$ cat config.mk
export PLATFORM = sky130hd
export DESIGN_NAME = word_stream_descramble_sync_flat
export DESIGN_NICKNAME = d
export VERILOG_FILES = /design/src/rtl/word_stream_descramble_sync_pkg.sv /design/src/rtl/word_stream_descramble_sync_if.sv /design/src/rtl/word_stream_descramble_sync_core.sv /design/src/rtl/word_stream_descramble_sync.sv /design/src/flat_wrapper.sv
export SDC_FILE = /design/constraint.sdc
export NUM_CORES = 1
export LEC_CHECK = 0
export ABC_AREA = 1
export BUFFER_PORTS_ARGS = -buffer_cell sky130_fd_sc_hd__buf_4
export CORE_UTILIZATION = 52
export DETAILED_ROUTE_END_ITERATION = 8
export PLACE_DENSITY = 0.77
export SYNTH_ARGS = -nofsm -noshare
export SYNTH_HDL_FRONTEND = slang
export SYNTH_HIERARCHICAL = 1
export SYNTH_SLANG_ARGS = --single-unit
$ cat constraint.sdc
create_clock -name clk -period 1.3 [get_ports clk]
set_input_delay 0.065 -clock clk [delete_from_list [all_inputs] [get_ports clk]]
set_output_delay 0.065 -clock clk [all_outputs]
set_load 0.01 [all_outputs]
$ cat src/rtl/word_stream_descramble_sync_pkg.sv
// Shared types and constants for the word-stream descrambler / frame sync block.
package word_stream_pkg;

  // Frame alignment states
  typedef enum logic [1:0] {
    HUNT   = 2'd0,
    VERIFY = 2'd1,
    LOCKED = 2'd2
  } state_e;

  // x^7 + x^6 + 1 self-synchronising scrambler taps
  localparam int unsigned SCR_TAP_A    = 6;
  localparam int unsigned SCR_TAP_B    = 7;
  localparam int unsigned SCR_HIST_LEN = 7;

endpackage

$ cat src/rtl/word_stream_descramble_sync_if.sv
// Word interface between the deserialiser (master) and the descramble/sync block (slave).
// Optional WORD_STREAM_SYNC_STATS_EN adds the sync error counter.
interface word_stream_descramble_sync_if #(
  parameter int unsigned WORD_LEN = 8
) ();

  logic                ena;
  logic [WORD_LEN-1:0] din;
  logic [WORD_LEN-1:0] dout;
  logic                dout_valid;
  logic                sof;
  logic                locked;
`ifdef WORD_STREAM_SYNC_STATS_EN
  logic [15:0]         sync_err_cnt;

  modport master (output ena, din, input dout, dout_valid, sof, locked, sync_err_cnt);
  modport slave  (input ena, din, output dout, dout_valid, sof, locked, sync_err_cnt);
`else
  modport master (output ena, din, input dout, dout_valid, sof, locked);
  modport slave  (input ena, din, output dout, dout_valid, sof, locked);
`endif

endinterface

$ cat src/rtl/word_stream_descramble_sync_core.sv
// Stage 1: x^7+x^6+1 descrambler, LSB first, history carried across words.
module word_stream_descramble_core
  import word_stream_pkg::*;
#(
  parameter int unsigned WORD_LEN = 8
) (
  input  logic                clk,
  input  logic                rst,
  input  logic                ena_i,
  input  logic [WORD_LEN-1:0] din_i,
  output logic [WORD_LEN-1:0] s1_data_o,
  output logic                s1_valid_o
);

  logic [SCR_HIST_LEN-1:0] hist_q, hist_d;
  logic [WORD_LEN-1:0]     s1_data_q, s1_data_d;
  logic                    s1_valid_q;
  logic [SCR_HIST_LEN-1:0] hist;

  // Bit-serial descramble of one word; hist[k-1] holds the bit received k bits ago
  always_comb begin
    hist      = hist_q;
    s1_data_d = '0;
    for (int i = 0; i < int'(WORD_LEN); i++) begin
      s1_data_d[i] = din_i[i] ^ hist[SCR_TAP_A-1] ^ hist[SCR_TAP_B-1];
      hist         = {hist[SCR_HIST_LEN-2:0], din_i[i]};
    end
    hist_d = hist;
  end

  // Stage-1 register; s1_valid marks that a word is waiting for the FSM
  always_ff @(posedge clk) begin
    if (rst) begin
      hist_q     <= '0;
      s1_data_q  <= '0;
      s1_valid_q <= 1'b0;
    end else if (ena_i) begin
      hist_q     <= hist_d;
      s1_data_q  <= s1_data_d;
      s1_valid_q <= 1'b1;
    end
  end

  assign s1_data_o  = s1_data_q;
  assign s1_valid_o = s1_valid_q;

endmodule

$ cat src/rtl/word_stream_descramble_sync.sv
// Descrambles a word stream, acquires frame lock on SYNC_WORD and emits payload words.
// The whole pipeline advances only on ena, so stalls never drop or reorder words.
// Optional macro WORD_STREAM_SYNC_STATS_EN adds a saturating locked sync-miss counter.
module word_stream_descramble_sync
  import word_stream_pkg::*;
#(
  parameter int unsigned         WORD_LEN  = 8,
  parameter int unsigned         FRAME_LEN = 16,
  parameter logic [WORD_LEN-1:0] SYNC_WORD = WORD_LEN'(8'hA5),
  parameter int unsigned         LOCK_CNT  = 3,
  parameter int unsigned         MISS_CNT  = 4
) (
  input logic clk,
  input logic rst,
  word_stream_descramble_sync_if.slave bus
);

  localparam int unsigned POS_W  = (FRAME_LEN > 1) ? $clog2(FRAME_LEN) : 1;
  localparam int unsigned HIT_W  = $clog2(LOCK_CNT + 1);
  localparam int unsigned MISS_W = $clog2(MISS_CNT + 1);

  logic [WORD_LEN-1:0] s1_data;
  logic                s1_valid;

  state_e              state_q, state_d;
  logic [POS_W-1:0]    pos_q, pos_d, pos_next;
  logic [HIT_W-1:0]    hits_q, hits_d;
  logic [MISS_W-1:0]   miss_q, miss_d;
  logic [WORD_LEN-1:0] dout_q, dout_d;
  logic                dout_valid_q, dout_valid_d;
  logic                sof_q, sof_d;
  logic                locked_q, locked_d;
  logic                eval_c, is_sync_c;
`ifdef WORD_STREAM_SYNC_STATS_EN
  logic [15:0]         err_q, err_d;
`endif

  word_stream_descramble_core #(
    .WORD_LEN (WORD_LEN)
  ) u_core (
    .clk        (clk),
    .rst        (rst),
    .ena_i      (bus.ena),
    .din_i      (bus.din),
    .s1_data_o  (s1_data),
    .s1_valid_o (s1_valid)
  );

  // Frame sync FSM and payload output selection
  always_comb begin
    state_d      = state_q;
    pos_d        = pos_q;
    hits_d       = hits_q;
    miss_d       = miss_q;
    dout_d       = dout_q;
    dout_valid_d = 1'b0;
    sof_d        = 1'b0;
`ifdef WORD_STREAM_SYNC_STATS_EN
    err_d        = err_q;
`endif
    eval_c    = bus.ena && s1_valid;
    is_sync_c = (s1_data == SYNC_WORD);
    pos_next  = (pos_q == POS_W'(FRAME_LEN - 1)) ? '0 : pos_q + POS_W'(1);

    if (eval_c) begin
      unique case (state_q)
        HUNT: begin
          if (is_sync_c) begin
            pos_d   = POS_W'(1);
            hits_d  = HIT_W'(1);
            miss_d  = '0;
            state_d = (LOCK_CNT == 1) ? LOCKED : VERIFY;
          end
        end
        VERIFY: begin
          pos_d = pos_next;
          if (pos_q == '0) begin
            if (is_sync_c) begin
              hits_d = hits_q + HIT_W'(1);
              if ((hits_q + HIT_W'(1)) == HIT_W'(LOCK_CNT)) begin
                state_d = LOCKED;
                miss_d  = '0;
              end
            end else begin
              // Abandon this alignment; the failing word is not a new candidate
              state_d = HUNT;
              pos_d   = '0;
              hits_d  = '0;
            end
          end
        end
        LOCKED: begin
          pos_d = pos_next;
          if (pos_q == '0) begin
            if (is_sync_c) begin
              miss_d = '0;
            end else begin
`ifdef WORD_STREAM_SYNC_STATS_EN
              if (err_q != 16'hFFFF) err_d = err_q + 16'd1;
`endif
              if ((miss_q + MISS_W'(1)) == MISS_W'(MISS_CNT)) begin
                state_d = HUNT;
                pos_d   = '0;
                hits_d  = '0;
                miss_d  = '0;
              end else begin
                miss_d = miss_q + MISS_W'(1);
              end
            end
          end else begin
            dout_d       = s1_data;
            dout_valid_d = 1'b1;
            sof_d        = (pos_q == POS_W'(1));
          end
        end
        default: begin
          state_d = HUNT;
          pos_d   = '0;
          hits_d  = '0;
          miss_d  = '0;
        end
      endcase
    end

    locked_d = (state_d == LOCKED);
  end

  // Stage-2 state and output registers
  always_ff @(posedge clk) begin
    if (rst) begin
      state_q      <= HUNT;
      pos_q        <= '0;
      hits_q       <= '0;
      miss_q       <= '0;
      dout_q       <= '0;
      dout_valid_q <= 1'b0;
      sof_q        <= 1'b0;
      locked_q     <= 1'b0;
`ifdef WORD_STREAM_SYNC_STATS_EN
      err_q        <= '0;
`endif
    end else begin
      state_q      <= state_d;
      pos_q        <= pos_d;
      hits_q       <= hits_d;
      miss_q       <= miss_d;
      dout_q       <= dout_d;
      dout_valid_q <= dout_valid_d;
      sof_q        <= sof_d;
      locked_q     <= locked_d;
`ifdef WORD_STREAM_SYNC_STATS_EN
      err_q        <= err_d;
`endif
    end
  end

  assign bus.dout       = dout_q;
  assign bus.dout_valid = dout_valid_q;
  assign bus.sof        = sof_q;
  assign bus.locked     = locked_q;
`ifdef WORD_STREAM_SYNC_STATS_EN
  assign bus.sync_err_cnt = err_q;
`endif

endmodule

$ cat src/flat_wrapper.sv
// flat-port wrapper written by rule: the top's interface ports become plain ports
module word_stream_descramble_sync_flat import word_stream_pkg::*;
#(
  parameter int unsigned         WORD_LEN  = 8,
  parameter int unsigned         FRAME_LEN = 16,
  parameter logic [WORD_LEN-1:0] SYNC_WORD = WORD_LEN'(8'hA5),
  parameter int unsigned         LOCK_CNT  = 3,
  parameter int unsigned         MISS_CNT  = 4
)
  (clk, rst, bus_ena, bus_din, bus_dout, bus_dout_valid, bus_sof, bus_locked);
  word_stream_descramble_sync_if #(.WORD_LEN(WORD_LEN)) bus_i ();
  input logic clk;
  input logic rst;
  input wire logic [$bits(bus_i.ena)-1:0] bus_ena;
  input wire logic [$bits(bus_i.din)-1:0] bus_din;
  output wire logic [$bits(bus_i.dout)-1:0] bus_dout;
  output wire logic [$bits(bus_i.dout_valid)-1:0] bus_dout_valid;
  output wire logic [$bits(bus_i.sof)-1:0] bus_sof;
  output wire logic [$bits(bus_i.locked)-1:0] bus_locked;
  assign bus_i.ena = bus_ena;
  assign bus_i.din = bus_din;
  assign bus_dout = bus_i.dout;
  assign bus_dout_valid = bus_i.dout_valid;
  assign bus_sof = bus_i.sof;
  assign bus_locked = bus_i.locked;
  word_stream_descramble_sync #(.WORD_LEN(WORD_LEN), .FRAME_LEN(FRAME_LEN), .SYNC_WORD(SYNC_WORD), .LOCK_CNT(LOCK_CNT), .MISS_CNT(MISS_CNT)) u_core (.clk(clk), .rst(rst), .bus(bus_i));
endmodule
; ---- After elaboration in Yosys (flattened, before gate mapping)
; Cells that the tools add are included.
[totals]
regBits = 38
latch_bits = 0
ramBits = 0
romBits = 0
out_inout_bits = 11
n_memories = 0
[op_classes]
add_sub_neg = 3
n_mul = 0
div_mod_pow = 0
order_cmp = 0
eq_ne = 15
shift = 0
n_mux = 33
bitwise = 19
n_reduce_logical = 9
[op_table]
columns = cell, n
row1 = 2-bit two-way mux, 14
row2 = 4-bit two-way mux, 7
row3 = 3-bit two-way mux, 7
row4 = 1-bit bitwise XOR, 16
row5 = 2-bit one-hot mux with 3 select lines, 2
row6 = 4-bit one-hot mux with 3 select lines, 1
row7 = 6-bit AND reduction, 2
row8 = 3-bit one-hot mux with 3 select lines, 1
row9 = "8-bit equality test, second input constant", 1
row10 = "2-bit != test, second input constant", 4
row11 = "2-bit equality test, second input constant", 3
row12 = "2-bit by 1-bit != test with 1-bit output, second input constant", 3
row13 = "4-bit by 1-bit adder with 4-bit output, second input constant", 1
row14 = "4-bit by 1-bit equality test with 1-bit output, second input constant", 1
row15 = "4-bit equality test, second input constant", 1
row16 = 4-bit zero test, 1
row17 = 4-bit OR reduction, 1
row18 = "3-bit by 1-bit adder with 3-bit output, second input constant", 1
row19 = "3-bit equality test, second input constant", 1
row20 = 1-bit NOT, 3
row21 = 3-bit AND reduction, 1
row22 = 3-bit OR reduction, 1
row23 = "2-bit by 1-bit adder with 2-bit output, second input constant", 1
row24 = "2-bit by 1-bit equality test with 1-bit output, second input constant", 1
row25 = other kinds (4), 4

; ---- Logic depth before layout (Yosys ltp)
; Gate-level depths: netlist (run 1).
[logic_depth]
word_depth = 8
depth_mapped = 11
ltp_nobuf = 11

; ---- By module
; Netlist (run 1), hierarchy kept.
[by_module_without_submodules]
columns = mod, instances, cells_per_inst, area_each_um2, seq_area_each_um2
row1 = word_stream_descramble_sync, 1, 157, 1166.1, 440.4
row2 = word_stream_descramble_core, 1, 131, 810.8, 320.3

; ---- Least setup slack after synthesis (run 1)
; Ideal clock, no wire load.
[synth_path]
kind = register -> register
start = register u_core.u_core.s1_data_q[7] (netlist: u_core/u_core/s1_data_o[7])
end = register u_core.miss_q[0]
setup_ps = 113
arrival_time_ps = 1243
setup_slack_ps = -55
path_stages_with_launch = 10
period_less_slack_ps = 1355
cell_sequence = dfxtp_1 -> nand2_1 -> nor2_4 -> nand2_4 -> a21oi_4 -> nand2_4 -> nor2_8 -> o31ai_1 -> nand2_1 -> nor2_1
[synth_between]
elab_chain_cells = 4
elab_cells_between_ends = 7
cone_classes = 3 x eq/ne / 3 x mux / 1 x reduce/logical
[synth_lines]
columns = element, line
row1 = "start, declared", word_stream_descramble_sync_core.sv:16  ; logic [WORD_LEN-1:0] s1_data_q, s1_data_d;
row2 = "start signal, assigned", word_stream_descramble_sync_core.sv:39  ; s1_data_q <= s1_data_d;
row3 = 8-bit equality test (*), word_stream_descramble_sync.sv:62  ; is_sync_c = (s1_data == SYNC_WORD);
row4 = 3-bit two-way mux, word_stream_descramble_sync.sv:95  ; if (is_sync_c) begin
row5 = 3-bit two-way mux, word_stream_descramble_sync.sv:94  ; if (pos_q == '0) begin
row6 = 3-bit one-hot mux with 3 select lines, word_stream_descramble_sync.sv:66  ; unique case (state_q)
row7 = "end signal, assigned", word_stream_descramble_sync.sv:146  ; miss_q <= miss_d;
row8 = "end, declared", word_stream_descramble_sync.sv:28  ; logic [MISS_W-1:0] miss_q, miss_d;
; Mark *: on every way between the ends. The rest lies on a longest branch, timed or not. The select of a mux whose other input is x is not followed.
; A chain may end at the register's enable or synchronous reset.

; ---- Worst setup path after layout (run 1)
[layout_path]
start = register u_core.miss_q[1]
end = register u_core.pos_q[0]
[layout_between]
elab_chain_cells = 6
[layout_lines]
columns = element, line
row1 = 3-bit by 1-bit adder with 3-bit output, word_stream_descramble_sync.sv:101  ; if ((miss_q + MISS_W'(1)) == MISS_W'(MISS_CNT)) begin
row2 = 3-bit equality test, word_stream_descramble_sync.sv:101
row3 = 4-bit two-way mux, word_stream_descramble_sync.sv:101
row4 = 4-bit two-way mux, word_stream_descramble_sync.sv:95
row5 = 4-bit two-way mux, word_stream_descramble_sync.sv:94
row6 = 4-bit one-hot mux with 3 select lines, word_stream_descramble_sync.sv:66
row7 = "end signal, assigned", word_stream_descramble_sync.sv:144  ; pos_q <= pos_d;
row8 = "end, declared", word_stream_descramble_sync.sv:26  ; logic [POS_W-1:0] pos_q, pos_d, pos_next;
; No other way between the ends.

==> results of run 1 <==
-- routing by layer --
layer / wire (um) / global-route usage / vias up
li1: - / - / 1040
met1: 2264 / 0.3141 / 938
met2: 2838 / 0.4681 / 55
met3: 202 / 0.06341 / 20
met4: 216 / 0.1136 / 0
met5: 0 / 0 / -
-- layout make-up --
cell class	count	area, um2
Clock buffer	5	68.82
Fill cell	254	850.8
Clock inverter	3	40.04
Timing Repair Buffer	67	510.5
Inverter	45	173.9
Tap cell	48	60.06
Sequential cell	38	777.0
Multi-Input combinational cell	199	1180
-- state kept, by name, indices dropped and copies added (netlist names) --
signal                    count
u_core/bus.dout               8
u_core/bus.dout_valid         1
u_core/bus.locked             1
u_core/bus.sof                1
u_core/hits_q                 2
u_core/miss_q                 3
u_core/pos_q                  4
u_core/state_q                2
u_core/u_core/hist_q          7
u_core/u_core/s1_data_o       8
u_core/u_core/s1_valid_o      1
-- worst max path at each step --
stage,start,to,slack [ns],cells past startpoint
floorplan,u_core/u_core/s1_data_o[3],u_core/miss_q[0],-0.05,10
global placement,u_core/miss_q[0],u_core/bus.locked,-0.18,9
detailed placement,u_core/miss_q[0],u_core/bus.locked,-0.19,9
CTS,u_core/u_core/s1_data_o[6],u_core/miss_q[0],-0.10,10
global route,u_core/miss_q[1],u_core/pos_q[0],-0.24,10
finish,u_core/miss_q[1],u_core/pos_q[0],-0.15,10
-- cell usage in the layout, fill, tap and decap left out, types with 3 or more instances in the layout --
cell,synthesis,routed
clkbuf_8,0,5
buf_4,2,65
nor2_4,4,6
o21ai_1,7,5
nor2_1,37,34
a21oi_1,16,14
nand3_1,22,19
o21ai_0,16,12
a21oi_2,1,3
dfxtp_1,38,25
dfxtp_2,0,13
o21ai_2,1,7
inv_2,4,10
nand2_4,2,3
nand2_1,68,55
nor3_1,3,3
nand2_2,2,14
inv_1,41,34
-- worst max-delay path: cells and delay by family, from the launching register on --
family / cells / cell delay (ns)
buffers and inverters: 1 / 0.12
flip-flops: 1 / 0.37
AND/OR/NAND/NOR: 6 / 0.46
adder cells (fa/ha/maj): 1 / 0.15
AO/OA/AOI/OAI: 1 / 0.07
XOR/XNOR: 1 / 0.16
-- power groups by stage --
stage	clock [W]	combinational [W]	sequential, W
3_5_place_dp	0	0.000257	0.00125
2_1_floorplan	0	0.000163	0.00125
6_report	0.000992	0.000280	0.00123
4_1_cts	0.00101	0.000265	0.00123
5_1_grt	0.00105	0.000316	0.00124
3_3_place_gp	0	0.000252	0.00125
-- per-stage QoR --
step | total power [W] | hold slack [ns]
floorplan | 0.001414 | 0.1341
detailed placement | 0.001512 | 0.3543
global route | 0.002600 | 0.05182
global placement | 0.001506 | 0.3433
finish | 0.002506 | 0.05124
CTS | 0.002504 | 0.04239
-- what timing repair did --
action | 4_1_cts | 5_1_grt
endpoints found under the setup margin | 17 | 21
buffers inserted | 7 | 9
gates resized for setup | 30 | 31
pin swaps | 8 | 16
-- logic make-up after synthesis --
logic type      synth area share
simple gates              0.3323
buf+inv                   0.1057
compound gates            0.1304
flops                     0.3848
fa+ha+maj                0.03797
xor+xnor                0.008862
==> run_results.csv, run 1 <==
group,metric,value,unit
critical_path,cp_cell_sequence,"ha_4, xor2_2, nand2_1, nand2_2, buf_6, nand3_4, nand2_2, nand2_1, nand2_1, a21oi_1",
detailed_routing,vias_per_cell,5.069,
run_status,violations,"setup timing",
clock_tree,cts_made_buffers,5,
place,placedInstanceArea,0.002401,mm2
logic_synthesis,synth_top_cell_area_share,0.3848,
logic_synthesis,syn-cell-area,0.001977,mm2
timing,drv_slew,0,
timing,fin_ws,-0.1537,ns
cells_and_area,final_cells,405,
critical_path,cpPeakStageDelay,0.37,ns
power,power_frac_comb,0.112,
critical_path,r2r_slack,-0.15,ns
critical_path,r2r-end,"u_core/pos_q[0]",
floorplan,io_pins,22,
global_routing,grt_max_degree,28,
detailed_routing,vias,2053,
floorplan,initial_utilization,0.5400,
critical_path,crit_required,1.48,ns
timing,fmax,687.9,MHz
min_path,worstHoldPathCells,3,
power,p_sw_frac,0.2446,
power,switchingPower,0.0006131,W
power,vdd_ir_drop_max,0.0007358,V
logic_synthesis,yosysWarnings,6,
detailed_routing,drtPass1Iterations,4,
detailed_routing,antenna_left,0,
logic_synthesis,ys.flop_type,"dfxtp_1",
timing,slew_headroom,0.6535,
timing,rsz0062_at_grt,"yes",
min_path,hold_path.class,"in2reg",
logic_synthesis,synthCells,288,
logic_synthesis,ys_top_cells_by_area,"dfxtp_1, nand2_1, inv_1, nor2_1, nand3_1",
floorplan,die_y,63.66,um
detailed_routing,routed_wl,5.522,mm
clock_tree,cts_hold_buffers,0,
detailed_routing,drtIter0Drc,139,
clock_tree,clockBufferDepth,2,
detailed_routing,wire_per_inst,13.63,um
critical_path,slowest_stage,"dfxtp_2",
floorplan,rows,22,
min_path,min_to,"u_core/u_core/hist_q[1]",
timing,hold_violations,0,
logic_synthesis,post-synth-top-count-cell,"nand2_1",
floorplan,core,0.003661,mm2
power,seqPwrFrac,0.492,
power,pwr-share-clk,0.396,
timing,final.min_clock_period,1.454,ns
timing,finalSetupTns,-1.542,ns
critical_path,reg2reg_depth,10,
cells_and_area,stdcell_area,0.002810,mm2
clock_tree,cts_root_buf,"clkbuf_8",
place,dp_cells,381,
timing,period_share,1.118,
cells_and_area,utilization,0.7676,
clock_tree,path_clk_slew,0.08,ns
critical_path,timing.rr.start,"u_core/miss_q[1]",
global_routing,grt_pass1_vias,1993,
cells_and_area,fin_nets,373,
global_routing,grt_pass1_wl,8.493,mm
critical_path,crit_top_cell,"nand2_1",
logic_synthesis,yosysSeqAreaShare,0.3848,
power,internal_power,0.001893,W
clock_tree,worstSkewPairLatency,0.29,ns
floorplan,die_x,63.66,um
logic_synthesis,synth.lib_cells_used.distinct,33,
place,portBuffers,21,
timing,tightest_slew,0.5191,ns
logic_synthesis,synth_top_cell_by_area,"dfxtp_1",
critical_path,critPathKind,"reg2reg",
logic_synthesis,synth-edff-count,0,
cells_and_area,area_growth,42.15,%
timing,finalClockSkew,0.007000,ns
logic_synthesis,async_flop_share,0,
run_status,status,"finished with violations",
clock_tree,cts_sinks,38,
critical_path,worst-path-max-fanout,4,
job,cap_violations,0,
clock_tree,htree_levels,2,
place,gpl.final_weighted_congestion,0.8444,
detailed_routing,drc,0,
place,post-place-ws,-0.1874,ns
place,dpl.hpwl,3.245,mm
global_routing,overflow,0,
clock_tree,cts_tree,"done",
cells_and_area,diodes,0,
global_routing,grtUsageTotal,0.2701,
power,leakage,1.395,nW
min_path,min_from,"bus_din[6]",
timing,setup_violations,20,
critical_path,end_kind,"flip-flop",
cells_and_area,drive_gt1_frac,0.4118,
logic_synthesis,synth-seq-cells,38,
logic_synthesis,synth_area_per_cell,6.864,um2
logic_synthesis,syn_nets,305,
global_routing,antenna_found_initial,0,
floorplan,dieArea,0.004053,mm2
power,pwr_density_cell,891.9,mW/mm2
logic_synthesis,ys_top_cells_by_count,"nand2_1, inv_1, dfxtp_1",
critical_path,critPathLaunchType,"flip-flop",
critical_path,critPathArrivalTime,1.64,ns
Note: power is estimated with default switching activity, not from simulation.
==> run 2: changes to the inputs <==
Settings changed: ABC_AREA 1 to default.
==> run 2 against run 1 <==
Against the previous run: the flow still finishes with violations (setup timing); core utilization increased by 2.0 points; flip-flop and latch count is the same; non-clock buffer count up 3; critical endpoint is now u_core/bus.locked; largest cell class unchanged; highest routed layer unchanged.
==> run_results.csv, run 2 <==
group,metric,value,unit
critical_path,critPathArrivalTime,1.92,ns
logic_synthesis,yosysSeqAreaShare,0.3865,
logic_synthesis,synth-simple-area-share,0.2537,
logic_synthesis,synth_top_cell_area_share,0.3865,
critical_path,crit_top_cell,"buf_4",
timing,rsz0062_at_grt,"yes",
timing,final.min_clock_period,1.735,ns
clock_tree,cts_tree,"done",
detailed_routing,wire_per_inst,17.40,um
critical_path,critPathKind,"reg2reg",
detailed_routing,dr_wl_met3,348,um
place,dp_cells,303,
logic_synthesis,async_flop_share,0,
logic_synthesis,ys.flop_type,"dfxtp_1",
global_routing,grt_pass1_vias,1853,
power,leakage,1.166,nW
cells_and_area,area_growth,38.84,%
logic_synthesis,muxShareOfSynthArea,0.09663,
timing,finalClockSkew,0.002889,ns
critical_path,crit_required,1.48,ns
critical_path,end_kind,"flip-flop",
clock_tree,cts_made_buffers,5,
clock_tree,path_clk_slew,0.08,ns
logic_synthesis,ys_top_cells_by_area,"dfxtp_1, mux2i_1, nor2_1, ha_1, nand2b_1",
floorplan,dieArea,0.004035,mm2
cells_and_area,final_common_cell,"buf_4",
global_routing,grt_pass1_wl,8.452,mm
floorplan,die_y,63.52,um
cells_and_area,diodes,0,
logic_synthesis,yosysWarnings,6,
global_routing,grtUsageTotal,0.2710,
run_status,status,"finished with violations",
clock_tree,worstSkewPairLatency,0.30,ns
critical_path,slowest_stage,"dfxtp_2",
logic_synthesis,ys_top_cells_by_count,"dfxtp_1, nor2_1, mux2i_1",
clock_tree,htree_levels,2,
timing,period_share,1.335,
floorplan,rows,21,
detailed_routing,vias,1879,
place,gpl.final_weighted_congestion,0.9780,
logic_synthesis,synth-edff-count,0,
floorplan,core,0.003468,mm2
cells_and_area,final_cells,316,
detailed_routing,drc,0,
global_routing,overflow,0,
logic_synthesis,synth_top_cell_by_area,"dfxtp_1",
clock_tree,cts_root_buf,"clkbuf_8",
logic_synthesis,yosys.area_share.xor_xnor,0.05531,
logic_synthesis,synth_compound_area_frac,0.1265,
timing,setup_violations,20,
detailed_routing,wl_met1,2.284,mm
critical_path,cp_cell_sequence,"inv_2, ha_4, nor3b_4, a21boi_4, buf_4, o21bai_4, buf_4, a2bb2oi_2, nor3_1",
detailed_routing,drtIter0Drc,142,
timing,drv_slew,0,
critical_path,worst-path-max-fanout,6,
detailed_routing,vias_per_cell,5.946,
logic_synthesis,post-synth-top-count-cell,"dfxtp_1",
min_path,hold_path.class,"in2reg",
cells_and_area,drive_gt1_frac,0.4074,
global_routing,grt_max_degree,24,
clock_tree,clockBufferDepth,2,
logic_synthesis,syn_nets,219,
cells_and_area,utilization,0.7879,
floorplan,initial_utilization,0.5675,
power,vdd_ir_drop_max,0.0008661,V
timing,fmax,576.3,MHz
detailed_routing,drtPass1Iterations,4,
timing,slew_headroom,0.7368,
clock_tree,cts_sinks,38,
timing,fin_ws,-0.4353,ns
place,portBuffers,21,
logic_synthesis,synth-seq-cells,38,
cells_and_area,fin_nets,286,
logic_synthesis,synth.lib_cells_used.distinct,45,
logic_synthesis,synth_area_per_cell,9.743,um2
detailed_routing,met2_wirelength,2.684,mm
critical_path,cpPeakStageDelay,0.33,ns
detailed_routing,maxUsedRoutingLayer,"met4",
global_routing,antenna_found_initial,0,
place,dpl.hpwl,3.467,mm
power,pwr_density_cell,993.4,mW/mm2
run_status,violations,"setup timing",
floorplan,die_x,63.52,um
floorplan,io_pins,22,
logic_synthesis,syn-cell-area,0.001968,mm2
timing,tightest_slew,0.3933,ns
logic_synthesis,synthCells,202,
logic_synthesis,synth_top_family_by_area,"simple AND/OR/NAND/NOR gates",
cells_and_area,final_cell_mix,"buf_4, dfxtp_1, nor2_1",
critical_path,critPathLaunchType,"flip-flop",
detailed_routing,antenna_left,0,
logic_synthesis,synthAdderAreaFrac,0.03814,
detailed_routing,routed_wl,5.498,mm
job,cap_violations,0,
timing,hold_violations,0,
run 2: cell types whose count changed in the layout (fill, tap and decap cells not counted), sizes merged, moves of 16 or more:
cell / previous run / this run
o21ai: 24 / 4
nand3: 22 / 4
inv: 44 / 3
mux2i: 0 / 19
nand2: 72 / 13
nor2: 43 / 27
run 2: metrics by stage:
step	TNS (ns)	cell area [um2]	hold WS (ns)	setup WS [ns]	power [W]
3_5_place_dp	-5.284	2455	0.3270	-0.3660	0.001499
3_3_place_gp	-3.956	2455	0.3152	-0.2579	0.001486
4_1_cts	-6.089	2674	0.008538	-0.3692	0.002717
5_1_grt	-8.005	2733	0.01971	-0.5074	0.002790
2_1_floorplan	-4.571	1971	0.1528	-0.3538	0.001389
6_report	-6.778	2733	0.01782	-0.4353	0.002715
run 2: cell families (layout without fill, tap and decap cells):
kind of cell    Yosys count  count (layout)
flops                    38              38
mux                      19              19
simple gates             84              84
buf+inv                  13              81
compound gates           33              33
xor+xnor                  9               9
fa+ha+maj                 6               6
run 2: final timing paths:
path                 startpoint                 endpoint  slack [ns]  depth (start not counted)
max             u_core/pos_q[1]        u_core/bus.locked       -0.44                          9
min                  bus_din[3]  u_core/u_core/hist_q[4]        0.02                          3
max reg2reg     u_core/pos_q[1]        u_core/bus.locked       -0.44                          9
min reg2reg  u_core/bus.dout[4]       u_core/bus.dout[4]        0.51                          2
run 2: worst max-delay path, delay by kind of cell, from the launching register on:
family	cells	cell delay (ns)
buffers and inverters	3	0.40
DFF	1	0.33
adders and majority gates	1	0.13
and+or+nand+nor	2	0.30
AOI/OAI and AO/OA	3	0.46
run 2: timing repair:
item | CTS | global route
endpoints found under the setup margin | 21 | 21
gates resized for setup | 11 | 10
hold buffers | 0 | 0
pin swaps | 6 | 6
setup buffers | 4 | 2
run 2: final cells by class:
class | count | area [um2]
tap | 46 | 57.56
sequential | 38 | 763.2
fill | 219 | 735.7
multi-input combinational | 151 | 1225
clock buffer | 5 | 68.82
inverter | 3 | 11.26
clock inverter | 3 | 68.82
timing repair buffer | 70 | 538.0
run 2: metal layers:
metal	GRT usage	vias up
met5	0	-
li1	-	862
met1	0.3214	896
met2	0.4468	94
met4	0.1307	0
met3	0.07428	27
run 2: power breakdown:
part / leakage, nW / switching [W] / total [W] / internal, W
combinational: 0.787 / 0.000133 / 0.000267 / 0.000134
sequential: 0.310 / 0.0000276 / 0.00123 / 0.00120
clock: 0.0683 / 0.000451 / 0.00122 / 0.000769
total: 1.17 / 0.000611 / 0.00271 / 0.00210
==> run 3: changes to the inputs <==
Settings changed: ABC_CLOCK_PERIOD_IN_PS from default to 1300, CTS_BUF_LIST from default to sky130_fd_sc_hd__clkbuf_16.
==> run 3 against run 2 <==
Against the previous run: the flow still finishes with violations (setup timing); cell count is 0.32% higher; total power is 13% higher; flip-flop and latch count stayed put; critical path type unchanged.
==> run_results.csv, run 3 (synthesized netlist as in run 2, its figures left out) <==
group,metric,value,unit
run_status,status,"finished with violations",
run_status,violations,"setup timing",
place,dp_cells,303,
critical_path,slowest_stage,"dfxtp_2",
floorplan,dieArea,0.004035,mm2
min_path,hold_path.class,"in2reg",
critical_path,cpPeakStageDelay,0.33,ns
timing,tightest_slew,0.3676,ns
detailed_routing,antenna_left,0,
detailed_routing,vias,1901,
floorplan,die_y,63.52,um
critical_path,path_delay_family,"compound AO/OA/AOI/OAI gates",
critical_path,crit_top_cell,"buf_4",
clock_tree,clockBufferDepth,2,
cells_and_area,utilization,0.8066,
timing,drv_slew,0,
floorplan,die_x,63.52,um
critical_path,timing.rr.start,"u_core/pos_q[1]",
cells_and_area,fin_nets,287,
global_routing,antenna_found_initial,0,
cells_and_area,final_common_cell,"buf_4",
critical_path,cp_cell_sequence,"inv_2, ha_4, nor3b_4, a21boi_4, buf_4, o21bai_1, buf_4, a2bb2oi_1, nor3_1",
power,vdd_ir_drop_max,0.0008249,V
detailed_routing,routed_wl,5.869,mm
detailed_routing,vias_per_cell,5.997,
global_routing,grt_pass1_vias,1909,
floorplan,core,0.003468,mm2
clock_tree,cts_sinks,38,
place,portBuffers,21,
global_routing,grtUsageTotal,0.2881,
cells_and_area,diodes,0,
critical_path,end_kind,"flip-flop",
cells_and_area,final_cell_mix,"buf_4, dfxtp_1, nor2_1",
place,dpl.hpwl,3.467,mm
critical_path,path_buf_inv,3,
floorplan,initial_utilization,0.5675,
timing,finalClockSkew,0.003858,ns
critical_path,r2r_slack,-0.54,ns
clock_tree,cts_tree,"done",
detailed_routing,wire_per_inst,18.51,um
clock_tree,htree_levels,2,
critical_path,endpoint,"u_core/bus.locked",
timing,fin_ws,-0.5416,ns
critical_path,reg2reg_depth,9,
timing,rsz0062_at_grt,"yes",
job,cap_violations,0,
critical_path,crit_start,"u_core/pos_q[1]",
clock_tree,worstSkewPairLatency,0.28,ns
critical_path,crit_required,1.45,ns
floorplan,io_pins,22,
critical_path,critPathKind,"reg2reg",
global_routing,overflow,0,
critical_path,critPathArrivalTime,1.99,ns
timing,period_share,1.417,
clock_tree,cts_made_buffers,5,
timing,slew_headroom,0.7541,
critical_path,critPathLaunchType,"flip-flop",
clock_tree,path_clk_slew,0.06,ns
global_routing,grt_pass1_wl,8.832,mm
detailed_routing,drtPass1Iterations,5,
floorplan,rows,21,
power,leakage,1.193,nW
detailed_routing,drtIter0Drc,168,
critical_path,worst-path-stages,9,
cells_and_area,drive_gt1_frac,0.4096,
detailed_routing,drc,0,
global_routing,grt_max_degree,24,
timing,hold_violations,0,
clock_tree,cts_root_buf,"clkbuf_16",
critical_path,r2r-end,"u_core/bus.locked",
timing,final.min_clock_period,1.842,ns
cells_and_area,area_growth,42.15,%
timing,fmax,543.0,MHz
place,gpl.final_weighted_congestion,0.9780,
critical_path,worst-path-max-fanout,6,
power,pwr_density_cell,1100,mW/mm2
cells_and_area,final_cells,317,
timing,setup_violations,22,
==> run 3: cell type report <==
class | instances | area, um2
sequential | 38 | 763.2
clock buffer | 5 | 125.1
tap | 46 | 57.56
inverter | 3 | 11.26
multi-input combinational | 151 | 1219
timing repair buffer | 71 | 553.0
fill | 207 | 670.6
clock inverter | 3 | 68.82
==> run 3: report_power, final <==
part,internal (W),switching (W)
Sequential,0.00120,0.0000277
Clock,0.00110,0.000476
Combinational,0.000133,0.000134
Total,0.00244,0.000639
==> run 3: metal layers <==
layer / GRT usage / share of wire
met2: 0.4747 / 0.48
met1: 0.3315 / 0.39
met5: 0 / 0
met4: 0.1534 / 0.059
met3: 0.08696 / 0.074
==> run 3: worst min path at each step <==
stage / startpoint / endpoint / slack, ns / cells after the start
after floorplan: rst / u_core/bus.dout_valid / 0.15 / 1
after global placement: bus_din[4] / u_core/u_core/hist_q[3] / 0.32 / 3
after detailed placement: bus_din[3] / u_core/u_core/hist_q[4] / 0.33 / 3
after CTS: bus_din[3] / u_core/u_core/hist_q[4] / 0.04 / 3
after global routing: bus_din[3] / u_core/u_core/hist_q[4] / 0.04 / 3
final: bus_din[3] / u_core/u_core/hist_q[4] / 0.04 / 3
==> run 3: tightest hold or removal path: stages <==
cell and delay, ns:
buf_4 0.09, mux2i_1 0.06, nor2_1 0.07
==> run 3: timing repair <==
| item | CTS | global route |
|---|---|---|
| setup buffers | 4 | 3 |
| pin swaps | 7 | 6 |
| resized for setup | 11 | 12 |
| hold buffers | 0 | 0 |
| setup endpoints to repair | 21 | 21 |
==> run 3: through the flow <==
step                setup WS [ns]  TNS, ns  area (um2)  hold slack [ns]  total power, W
floorplan                 -0.3538   -4.571        1971           0.1528        0.001389
detailed placement        -0.3660   -5.284        2455           0.3270        0.001499
global route              -0.6368   -9.225        2798          0.04195        0.003170
finish                    -0.5416   -8.144        2798          0.04001        0.003076
global placement          -0.2579   -3.956        2455           0.3152        0.001486
CTS                       -0.3625   -5.908        2730          0.03810        0.003077
